File: config.mk
export PLATFORM = sky130hd
export DESIGN_NAME = hazard_sched_ctrl
export DESIGN_NICKNAME = d
export VERILOG_FILES = /design/src/rtl/hazard_sched_ctrl.sv
export SDC_FILE = /design/constraint.sdc
export NUM_CORES = 1
export LEC_CHECK = 0
export ABC_AREA = 1
export CAP_MARGIN = 20
export CORE_UTILIZATION = 49
export CTS_CLUSTER_SIZE = 16
export DETAILED_ROUTE_END_ITERATION = 10
export PLACE_DENSITY = 0.91
export REMOVE_ABC_BUFFERS = 1
export SLEW_MARGIN = 20
export SYNTH_ARGS = -nofsm -noshare
export SYNTH_HDL_FRONTEND = slang
export SYNTH_SLANG_ARGS = --single-unit
File: constraint.sdc
create_clock -name clk -period 2.18 [get_ports clk]
set_input_delay 0.327 -clock clk [delete_from_list [all_inputs] [get_ports clk]]
set_output_delay 0.327 -clock clk [all_outputs]
set_load 0.02 [all_outputs]
File: src/rtl/hazard_sched_ctrl.sv
// Pipeline sequencing controller: load-use stalls, taken-branch flushes and the
// interrupt entry sequence (drain, PC push, vector jump) for the 5-stage core.
// Drives the enable/flush controls of the F/D, D/E and E/M pipeline buffers.
module hazard_sched_ctrl #(
    parameter int unsigned DRAIN_CYCLES = 3,  // legal range 1..7
    parameter int unsigned CNT_W        = 16
) (
    input  logic             clk,
    input  logic             rst,
    input  logic [2:0]       dec_rsrc1,
    input  logic [2:0]       dec_rsrc2,
    input  logic             dec_use1,
    input  logic             dec_use2,
    input  logic [2:0]       ex_rdst,
    input  logic             ex_mem_read,
    input  logic             ex_reg_write,
    input  logic             branch_taken,
    input  logic             int_req,
    output logic             fetch_en,
    output logic             fd_en,
    output logic             fd_flush,
    output logic             de_flush,
    output logic             em_flush,
    output logic             int_push,
    output logic             int_vec_sel,
    output logic             int_ack,
    output logic [CNT_W-1:0] stall_cnt
);

    typedef enum logic [1:0] {
        StRun,
        StDrain,
        StPush,
        StVector
    } state_e;

    // Drain counter value on the final DRAIN cycle.
    localparam logic [2:0] DrainLast = 3'(DRAIN_CYCLES - 1);

    state_e           state_q, state_d;
    logic [2:0]       drain_cnt_q, drain_cnt_d;
    logic             armed_q, armed_d;
    logic             int_push_q, int_push_d;
    logic             int_vec_q, int_vec_d;
    logic             int_ack_q, int_ack_d;
    logic [CNT_W-1:0] stall_cnt_q, stall_cnt_d;

    logic lu_hz;
    logic int_entry;

    // Load in execute whose result the decode instruction actually reads.
    assign lu_hz = ex_mem_read & ex_reg_write &
                   ((dec_use1 & (dec_rsrc1 == ex_rdst)) |
                    (dec_use2 & (dec_rsrc2 == ex_rdst)));

    // Entry only on a clean RUN cycle; branches and stalls defer it.
    assign int_entry = int_req & armed_q & ~branch_taken & ~lu_hz;

    // FSM next-state, drain counter, re-arm logic and next values of the int_* flags.
    always_comb begin
        state_d     = state_q;
        drain_cnt_d = drain_cnt_q;
        armed_d     = armed_q;
        unique case (state_q)
            StRun: begin
                // Re-arm only once the request has been seen low.
                if (!int_req) begin
                    armed_d = 1'b1;
                end
                if (int_entry) begin
                    state_d     = StDrain;
                    drain_cnt_d = 3'd0;
                end
            end
            StDrain: begin
                if (drain_cnt_q == DrainLast) begin
                    state_d = StPush;
                end else begin
                    drain_cnt_d = drain_cnt_q + 3'd1;
                end
            end
            StPush: begin
                state_d = StVector;
            end
            StVector: begin
                state_d = StRun;
                armed_d = 1'b0;
            end
            default: begin
                state_d = StRun;
            end
        endcase
        int_push_d = (state_d == StPush);
        int_vec_d  = (state_d == StVector);
        int_ack_d  = (state_d == StVector);
    end

    // FSM state with registered interrupt-handshake outputs.
    always_ff @(posedge clk) begin
        if (rst) begin
            state_q     <= StRun;
            drain_cnt_q <= 3'd0;
            armed_q     <= 1'b1;
            int_push_q  <= 1'b0;
            int_vec_q   <= 1'b0;
            int_ack_q   <= 1'b0;
        end else begin
            state_q     <= state_d;
            drain_cnt_q <= drain_cnt_d;
            armed_q     <= armed_d;
            int_push_q  <= int_push_d;
            int_vec_q   <= int_vec_d;
            int_ack_q   <= int_ack_d;
        end
    end

    // Pipeline buffer controls; hazard/branch response is same-cycle in RUN.
    always_comb begin
        fetch_en = 1'b1;
        fd_en    = 1'b1;
        fd_flush = 1'b0;
        de_flush = 1'b0;
        em_flush = 1'b0;
        if (rst) begin
            fetch_en = 1'b0;
            fd_en    = 1'b0;
            fd_flush = 1'b1;
            de_flush = 1'b1;
            em_flush = 1'b1;
        end else begin
            unique case (state_q)
                StRun: begin
                    // Branch wins over load-use: the dependent instruction is flushed anyway.
                    if (branch_taken) begin
                        fd_flush = 1'b1;
                        de_flush = 1'b1;
                    end else if (lu_hz) begin
                        fetch_en = 1'b0;
                        fd_en    = 1'b0;
                        de_flush = 1'b1;
                    end
                end
                StDrain, StPush: begin
                    fetch_en = 1'b0;
                    fd_flush = 1'b1;
                    de_flush = 1'b1;
                end
                StVector: begin
                    fd_flush = 1'b1;
                    de_flush = 1'b1;
                end
                default: begin
                    fetch_en = 1'b1;
                end
            endcase
        end
    end

    // Handshake flags come from flops only; reset masks them immediately.
    assign int_push    = int_push_q & ~rst;
    assign int_vec_sel = int_vec_q & ~rst;
    assign int_ack     = int_ack_q & ~rst;

    // Saturating count of cycles with fetch held off.
    always_comb begin
        stall_cnt_d = stall_cnt_q;
        if (!fetch_en && !(&stall_cnt_q)) begin
            stall_cnt_d = stall_cnt_q + CNT_W'(1);
        end
    end

    // Stall performance counter register.
    always_ff @(posedge clk) begin
        if (rst) begin
            stall_cnt_q <= '0;
        end else begin
            stall_cnt_q <= stall_cnt_d;
        end
    end

    assign stall_cnt = stall_cnt_q;

endmodule

# Word level (Yosys, flattened, before mapping)
# Index checks and enable logic that the tools add are counted.
[totals]
ff_bits = 24
in_bits = 17
out_inout_bits = 24
wordCells = 65
[classes]
n_addsub = 2
n_eq_ne = 11
muxes = 22
bitwise_logic = 13
reduce_logical = 11
[ops]
columns = ["cell", "count"]
rows = [
  ["adder 16 x 1 -> 16 bit (second input constant)", 1],
  ["AND reduction 16 bit", 1],
  ["two-way mux 1 bit", 12],
  ["AND 1 bit", 9],
  ["equality test 2 bit (second input constant)", 4],
  ["one-hot mux 1 bit (2 select lines)", 4],
  ["one-hot mux 2 bit (4 select lines)", 1],
  ["equality test 3 bit", 2],
  ["two-way mux 3 bit", 2],
  ["inequality test 2 bit (second input constant)", 3],
  ["one-hot mux 3 bit (2 select lines)", 1],
  ["two-way mux 2 bit", 2],
  ["nonzero test 2 bit", 2],
  ["adder 3 x 1 -> 3 bit (second input constant)", 1],
  ["equality test 3 x 2 -> 1 bit (second input constant)", 1],
  ["inverter 1 bit", 3],
  ["AND reduction 3 bit", 1],
  ["OR reduction 3 bit", 1],
  ["equality test 2 x 1 -> 1 bit (second input constant)", 1],
  ["zero test 1 bit", 2],
  ["zero test 2 bit", 1],
  ["AND reduction 2 bit", 1],
  ["OR reduction 2 bit", 1],
  ["logical AND 1 bit", 1],
  ["OR 1 bit", 1],
]

# Longest topological paths before layout
# Gate-level depths: netlist of run 1.
[depth]
depth_word = 10
ltp_mapped = 13
mapped_depth_nobuf = 13

# Least setup slack after synthesis of run 1
# No wires, ideal clock.
[synth_path]
path_kind = "reg-to-output"
startpoint = "register state_q[0]"
endpoint = "output port fetch_en"
arrival_time_ps = 1368
required_ps = 1853
setup_slack_ps = 485
stages_incl_launch_ff = 9
n_path_buf = 1
path_cell_list = "dfxtp_1 > inv_1 > ha_1 > inv_1 > nor2_1 > nand3_2 > nand3_2 > buf_4 > inv_1"
[synth_between]
elab_chain_cells = 4
word_cells_on_any_way = 6
classes_between = "eq/ne: 2; mux: 2; reduce/logical: 2"
[synth_lines]
columns = ["element", "line_no", "rtl"]
rows = [
  ["start: declaration", "40", "state_e state_q, state_d;"],
  ["start signal: assignment", "101", "state_q <= StRun;"],
  ["start signal: assignment", "108", "state_q <= state_d;"],
  ["equality test 2 x 1 -> 1 bit or equality test 2 bit (tied branches)", "131", "unique case (state_q)"],
  ["OR reduction 2 bit", "131", ""],
  ["one-hot mux 1 bit (2 select lines) *", "131", ""],
  ["two-way mux 1 bit *", "124", "if (rst) begin"],
  ["end: declaration", "19", "output logic fetch_en,"],
]
# Mark *: on every way between the ends. The rest lies on a longest branch, timed or not.

# Worst setup path in the final report of run 1
[layout_path]
startpoint = "register state_q[1]"
endpoint = "output port fd_en"
[layout_between]
elab_chain_cells = 3
[layout_lines]
columns = ["element", "line_no", "rtl"]
rows = [
  ["zero test 2 bit", "131", ""],
  ["two-way mux 1 bit", "131", ""],
  ["two-way mux 1 bit", "124", ""],
  ["end: declaration", "20", "output logic fd_en,"],
]
# Every way passes these cells.

==> impl_metrics.ini, run 1 <==
[setup_path]
startpoint_type = register
cp-startpoint = state_q[1]
cp_data_arrival_time_ps = 1720
crit_fanout = 6
required_ps = 1850
ff2ff_path_depth = 10
critical_path_class = register to output pin
r2r_slack_ps = 440
r2r-end = stall_cnt[0]
end_kind = output pin
crit_end = fd_en
r2r_start = state_q[1]

[logic_synthesis]
syn_area_um2 = 1630
synth_ff_type = dfxtp_1
async_flop_share_pct = 0
synth_largest_area_cell = dfxtp_1
yosysWarningCount = 0
yosysSeqAreaShare_pct = 29.5
syn_inst = 262
syn_avg_cell_area_um2 = 6.22
synth_top_cell_area_share_pct = 29.5
ys_ff_latch = 24
post-synth-top-count-cell = nand2_1
synth_edf_count = 0
synthTopCellsByArea = dfxtp_1 29%, nand2_1 16%, nor2_1 11%
synth_cell_type_count = 24
synth_common_cells = 69 x nand2_1, 47 x nor2_1, 38 x inv_1

[drt]
wl_per_cell_um = 10.1
totalWireLength_um = 3530
routed.top_layer = met4
drc_errors = 0
drt_iter0_drc = 101
wl_met1_um = 1570
viasPerCell = 4.75
first_pass_iters = 4
drt.antenna.violating_nets = 0
met2_length_um = 1790
dr_total_vias = 1653
wl_met3_um = 137

[power_and_ir_drop]
p_clk_share_pct = 21.7
seq_power_share_pct = 50.1
p_comb_share_pct = 28.2
ir_worst_vdd_mv = 0.399
p_per_area_nw_per_um2 = 449
p_sw_share_pct = 32.8
total_power_uw = 940
p_int_uw = 632
p_leak_uw = 0.000985
switchingPower_uw = 308

[timing]
fmax_ghz = 0.488
fin_tns_setup_ps = 0
hold_viol = 0
grt_setup_unrepaired = no
maxSlewHeadroom_pct = 65.9
min_period_ps = 2050
setup_viol = 0
worst_pin_slew_ps = 506
min_period_over_period_pct = 93.9
slew_violations = 0
fin_worst_skew_ps = 13.5

[finish]
final_core_util_pct = 67.5
areaGrowthSynthToFinish_pct = 28.6
seqCellArea_um2 = 480
nFillCells = 282
antennaDiodeCount = 0
instances_no_fill = 348
multi_input_area_um2 = 936
finalNetCount = 331
stdcell_area_um2 = 2090
drive_above_1_share_pct = 10.5

[run]
cap_violations = 0

[clock_network]
holdBufCountCts = 0
cts_buffers = 3
cts_setup_buffers = 0
cts.sink_count = 24
cts_root_buf = clkbuf_4
htree_num_levels = 1
clkTransAtPathRegs_ps = 120
insertion_delay_ps = 320
cts_tree = built
clk_path_buf_depth = 2
cts.repair.resized = 5

[place]
dp.cells = 345
place_hpwl_um = 2760
globalplace.congestion = 0.868
io_buffer_count = 40
place_area_um2 = 2070

[grt]
grt_usage_pct = 22.4
overflow = 0
grt_antenna_before_repair = 0
grt_pass1_vias = 1527
grt_pass1_wl_um = 6220
grt_max_degree = 31

[floorplan]
chipWidth_um = 59.7
dieHeight_um = 59.7
ios = 41
core_area_um2 = 3100
rows = 20
start_util_pct = 52.5
dieArea_um2 = 3560

[min_path]
holdCritPathClass = register to register

[run_status]
status = finished, final reports clean
power groups by stage:
stage / Combinational [uW] / Sequential, uW / Clock [uW]
final: 265 / 471 / 204
after global routing: 295 / 474 / 218
after CTS: 261 / 470 / 204
after detailed placement: 261 / 480 / 0
after global placement: 252 / 478 / 0
after floorplan: 148 / 485 / 0
worst max-delay path: stages (launching register included):
cell and delay, ps:
dfxtp_1 420, inv_2 80, ha_2 200, inv_1 150, nor2_2 60, nand3_2 80, nand2_1 50, inv_1 50
clkdlybuf4s15_1 310
cell families (layout without fill, tap and decap cells):
group	after synthesis	count (layout)	share of synthesized area, %
xor gates and xnor gates	1	1	0.538
DFF	24	24	29.5
and+or+nand+nor	157	157	43.0
buffers and inverters	49	91	13.4
adders and majority gates	8	8	6.14
AOI/OAI and AO/OA	23	23	7.45
area by class of cell:
cell class | instances | area share [%]
multi-input combinational | 189 | 44.7
sequential | 24 | 22.9
timing repair buffer | 46 | 21.1
inverter | 42 | 7.53
tap | 44 | 2.63
clock buffer | 3 | 1.08
state kept, by name (all words and copies together), names as in the netlist:
signal	cells
int_push_q	1
armed_q	1
int_ack_q	1
stall_cnt	16
state_q	2
drain_cnt_q	3
worst min-delay path by stage:
stage | depth (start not counted) | from | slack, ps | endpoint
finish | 2 | armed_q | 500 | armed_q
global route | 2 | drain_cnt_q[2] | 540 | drain_cnt_q[2]
CTS | 2 | drain_cnt_q[2] | 500 | drain_cnt_q[2]
detailed placement | 2 | armed_q | 470 | armed_q
global placement | 2 | armed_q | 460 | armed_q
floorplan | 1 | rst | 400 | drain_cnt_q[2]
cells in the final DEF (no fill, tap or decap), types with 3 or more instances in the layout:
cell type         n
o21ai_0           3
nand2_2           4
inv_1            36
dfxtp_1          24
buf_4             6
nor2_1           46
clkdlybuf4s50_1  36
inv_2             4
nand3_1          22
clkbuf_4          3
ha_1              7
nand2_1          69
a21oi_1          18
nand3_2           5
nor2_2            4
layer usage:
metal  up-vias  GRT usage [%]
met1       721           26.4
li1        891              -
met2        35           41.9
met4         0           3.99
met5         -              0
met3         6           4.33
through the flow:
stage | hold slack [ps] | worst slack, ps
3_5_place_dp | 474 | -169
2_1_floorplan | 396 | 259
3_3_place_gp | 460 | -117
6_report | 499 | 132
5_1_grt | 538 | 22.0
4_1_cts | 500 | 24.5
(Power assumes the default switching activity.)
==> run 2: changes to the inputs <==
==> constraint.sdc (replaced) <==
create_clock -name clk -period 2.02 [get_ports clk]
set_input_delay 0.303 -clock clk [delete_from_list [all_inputs] [get_ports clk]]
set_output_delay 0.303 -clock clk [all_outputs]
set_load 0.02 [all_outputs]
==> run 2 against run 1 <==
Against the previous run: via count up 2.1%; first-iteration DRC count down 21%; non-clock buffer count up 4; wire length up 0.42%; cell count up 1.4%; flip-flop and latch count unchanged; utilization up 1.0 points; hold slack better by 7.6 ps; clock power up 30%; total power up 13%; largest power group unchanged.
==> impl_metrics.ini, run 2 (same netlist as run 1, synthesis figures left out) <==
[setup_path]
cpMostUsedCell = clkdlybuf4s50_1
startpoint_type = input port
required_ps = 1720
path_buf_inv = 3
path_cells = clkdlybuf4s50_1, buf_4, nor2_1, clkdlybuf4s50_1
critical_path.top_delay_family = buffers and inverters
end_kind = output pin
critical_path_class = input port to output pin
crit_path_max_incr_delay_ps = 630
crit_fanout = 6
slowest_stage = clkdlybuf4s50_1
cp_data_arrival_time_ps = 1660

[clock_network]
htree_num_levels = 1
holdBufCountCts = 0
clkTransAtPathRegs_ps = 130
cts_tree = built
cts_setup_buffers = 0
insertion_delay_ps = 330
clk_path_buf_depth = 2
cts.sink_count = 24
cts_buffers = 3
cts_root_buf = clkbuf_4

[run]
cap_violations = 0

[timing]
maxSlewHeadroom_pct = 69.4
setup_viol = 0
min_period_over_period_pct = 97.3
fin_worst_skew_ps = 15.6
min_period_ps = 1970
whs_ps = 507
setup_ws_ps = 54.8
slew_violations = 0
fmax_ghz = 0.509
hold_viol = 0
worst_pin_slew_ps = 454
fin_tns_setup_ps = 0

[floorplan]
ios = 41
rows = 20
start_util_pct = 52.5
core_area_um2 = 3100
chipWidth_um = 59.7
dieHeight_um = 59.7
dieArea_um2 = 3560

[finish]
finalNetCount = 335
seqCellArea_um2 = 480
drive_above_1_share_pct = 11.3
largest_reg_flops = 16
multi_input_area_um2 = 931
final_core_util_pct = 68.5
final_common_cell = nand2_1
instances_no_fill = 353
nFillCells = 287
areaGrowthSynthToFinish_pct = 30.5
final_cell_mix = 69 x nand2_1, 47 x nor2_1, 38 x inv_1, 35 x clkdlybuf4s50_1, 24 x dfxtp_1
antennaDiodeCount = 0

[drt]
drc_errors = 0
met2_length_um = 1800
totalWireLength_um = 3550
routed.top_layer = met4
wl_met3_um = 136
viasPerCell = 4.78
dr_total_vias = 1687
first_pass_iters = 5
drt.antenna.violating_nets = 0
wl_met1_um = 1590
drt_iter0_drc = 80
wl_per_cell_um = 10.0

[place]
dp.cells = 349
globalplace.congestion = 0.844
io_buffer_count = 40
place_hpwl_um = 2690
place_ws_ps = -275

[grt]
grt_antenna_before_repair = 0
grt_pass1_wl_um = 6350
overflow = 0
grt_pass1_vias = 1586
grt_usage_pct = 22.7
grt_max_degree = 31

[min_path]
holdCritPathClass = register to register

[power_and_ir_drop]
p_per_area_nw_per_um2 = 498
p_leak_uw = 0.00102
ir_worst_vdd_mv = 0.483

[run_status]
status = finished, final reports clean
-- run 2: timing repair --
item,4_1_cts,5_1_grt
gates cloned,0,0
resized for setup,6,6
endpoints found under the setup margin,3,6
-- run 2: power by group --
part           switching (uW)  internal [uW]  total, uW
combinational             162            127        289
clock                     154            110        265
sequential               14.5            492        506
total                     330            729       1060
-- run 2: per-stage QoR --
stage,total power (uW),area (um2)
after floorplan,683,1570
after global placement,799,2100
after detailed placement,806,2100
after CTS,1070,2140
after global routing,1120,2130
final,1060,2130
-- run 2: routing by layer --
| layer | GRT usage (%) | vias to the layer above |
|---|---|---|
| met5 | 0 | - |
| li1 | - | 898 |
| met1 | 27.0 | 750 |
| met2 | 42.1 | 37 |
| met3 | 4.11 | 2 |
| met4 | 4.98 | 0 |
-- run 2: worst paths after layout --
kind	cells past startpoint	to	slack [ps]	startpoint
max	4	int_vec_sel	50	rst
min	2	armed_q	510	armed_q
max reg2reg	10	stall_cnt[3]	320	stall_cnt[0]
min reg2reg	2	armed_q	510	armed_q
-- run 2: final cells by class --
type,count,area share [%]
Inverter,42,7.42
Clock buffer,4,1.71
Timing Repair Buffer,50,21.9
Multi-Input combinational cell,189,43.8
Tap cell,44,2.59
Sequential cell,24,22.6
-- run 2: tightest hold or removal path, cell delays in order, from the launching register on --
cell and delay [ps]:
dfxtp_1 350, o21ai_0 90, nand2_1 50
==> run 3: changes to the inputs <==
--- a/config.mk
+++ b/config.mk
@@ -10,7 +10,7 @@
 export CORE_UTILIZATION = 49
 export CTS_CLUSTER_SIZE = 16
 export DETAILED_ROUTE_END_ITERATION = 10
-export PLACE_DENSITY = 0.91
+export PLACE_DENSITY_LB_ADDON = 0.05
 export REMOVE_ABC_BUFFERS = 1
 export SLEW_MARGIN = 20
 export SYNTH_ARGS = -nofsm -noshare
==> run 3 against run 2 <==
Against the previous run: clock skew up 5.0 ps; flip-flop and latch count unchanged; die area unchanged; largest power group unchanged; largest cell class unchanged.
==> impl_metrics.ini, run 3 (same netlist as run 1, synthesis figures left out) <==
[min_path]
hp-start = drain_cnt_q[2]
hold_end = drain_cnt_q[2]
worstHoldPathCells = 2
holdCritPathClass = register to register

[grt]
grt_antenna_before_repair = 0
grt_pass1_vias = 1460
overflow = 0
grt_pass1_wl_um = 5980
grt_usage_pct = 21.4
grt_max_degree = 31

[clock_network]
cts_root_buf = clkbuf_4
htree_num_levels = 1
clk_path_buf_depth = 2
insertion_delay_ps = 320
clkTransAtPathRegs_ps = 120
cts_tree = built
cts_buffers = 3
cts.sink_count = 24

[setup_path]
ff2ff_path_depth = 10
startpoint_type = input port
r2r_start = stall_cnt[0]
r2r-end = stall_cnt[14]
cpMostUsedCell = clkdlybuf4s50_1
crit_fanout = 6
path_buf_inv = 3
crit_path_max_incr_delay_ps = 620
critical_path_class = input port to output pin
cp_data_arrival_time_ps = 1630
end_kind = output pin
r2r_slack_ps = 280
path_cells = clkdlybuf4s50_1, buf_4, nor2_1, clkdlybuf4s50_1
required_ps = 1720
slowest_stage = clkdlybuf4s50_1
critical_path.top_delay_family = buffers and inverters

[finish]
multi_input_area_um2 = 943
areaGrowthSynthToFinish_pct = 30.9
finalNetCount = 332
seqCellArea_um2 = 480
final_core_util_pct = 68.7
stdcell_area_um2 = 2130
final_cell_mix = 69 x nand2_1, 47 x nor2_1, 38 x inv_1, 35 x clkdlybuf4s50_1, 24 x dfxtp_1
instances_no_fill = 350
nFillCells = 319
drive_above_1_share_pct = 10.8
final_common_cell = nand2_1
antennaDiodeCount = 0
largest_reg_flops = 16

[power_and_ir_drop]
ir_worst_vdd_mv = 0.476
seq_power_share_pct = 44.4
switchingPower_uw = 324
p_int_uw = 817
p_per_area_nw_per_um2 = 535
p_comb_share_pct = 25.1
p_clk_share_pct = 30.5
p_leak_uw = 0.00101
p_sw_share_pct = 28.4

[place]
place_ws_ps = -244
io_buffer_count = 40
place_hpwl_um = 2650
dp.cells = 346
globalplace.congestion = 0.842
place_area_um2 = 2080

[run_status]
status = finished, final reports clean

[timing]
slew_violations = 0
worst_pin_slew_ps = 442
setup_ws_ps = 83.1
min_period_over_period_pct = 95.9
fin_worst_skew_ps = 20.7
min_period_ps = 1940
maxSlewHeadroom_pct = 70.2
grt_setup_unrepaired = no
hold_viol = 0
setup_viol = 0
fmax_ghz = 0.516

[floorplan]
dieArea_um2 = 3560
ios = 41
chipWidth_um = 59.7
rows = 20
dieHeight_um = 59.7
core_area_um2 = 3100
start_util_pct = 52.5

[run]
cap_violations = 0

[drt]
viasPerCell = 4.80
dr_total_vias = 1679
drt_iter0_drc = 67
first_pass_iters = 5
wl_per_cell_um = 9.73
drc_errors = 0
totalWireLength_um = 3410
drt.antenna.violating_nets = 0
[run 3: cell count changes in the layout (fill, tap and decap cells not counted), sizes merged]
cell,previous run,this run
bufinv,0,1
buf,11,7
[run 3: worst max path at each step]
stage,start,to,slack (ps),cells after the start
2_1_floorplan,state_q[0],fetch_en,120,7
3_3_place_gp,ex_rdst[2],de_flush,-220,10
3_5_place_dp,ex_rdst[2],de_flush,-240,10
4_1_cts,ex_rdst[2],fd_en,10,11
5_1_grt,state_q[0],fetch_en,3,8
6_report,rst,int_vec_sel,80,4
[run 3: area by class of cell]
class                   count  share of cell area, %
multi-input cells         189                   44.2
flip-flops and latches     24                   22.5
repair buffers             47                   20.8
inverters                  42                   7.39
well taps                  44                   2.58
clock inverters             1                   1.41
clock buffers               3                   1.06
[run 3: routing by layer]
metal | GRT usage [%] | vias up | wire (um)
met5 | 0 | - | 0
met4 | 4.32 | 0 | 20
met3 | 4.33 | 2 | 111
met2 | 38.9 | 29 | 1730
met1 | 25.9 | 755 | 1540
li1 | - | 893 | -
[run 3: power by group through the flow]
stage	combinational (uW)	clock, uW	sequential (uW)
floorplan	160	0	524
global placement	278	0	517
detailed placement	283	0	517
CTS	288	358	507
global route	321	386	511
finish	286	349	507
[run 3: worst reg2reg max path, stage by stage, from the launching register on]
cell and delay [ps]:
dfxtp_1 460, ha_1 200, nand3_1 130, nor2_1 110
nand2_1 70, nor2_2 120, nand3_2 170, nand2_1 120
nor2_1 60, a21oi_1 140, nor2_1 60
[run 3: metrics by stage]
stage | TNS, ps | total power (uW) | hold slack [ps]
3_5_place_dp | -729 | 800 | 487
2_1_floorplan | 0 | 683 | 372
6_report | 0 | 1140 | 501
3_3_place_gp | -603 | 794 | 479
5_1_grt | 0 | 1220 | 539
4_1_cts | 0 | 1150 | 505
[run 3: timing repair]
action	4_1_cts	5_1_grt
pin swaps	1	0
setup buffers	0	0
resized for setup	6	7
hold buffers	0	0
endpoints found under the hold margin	0	0
setup endpoints to repair	3	4
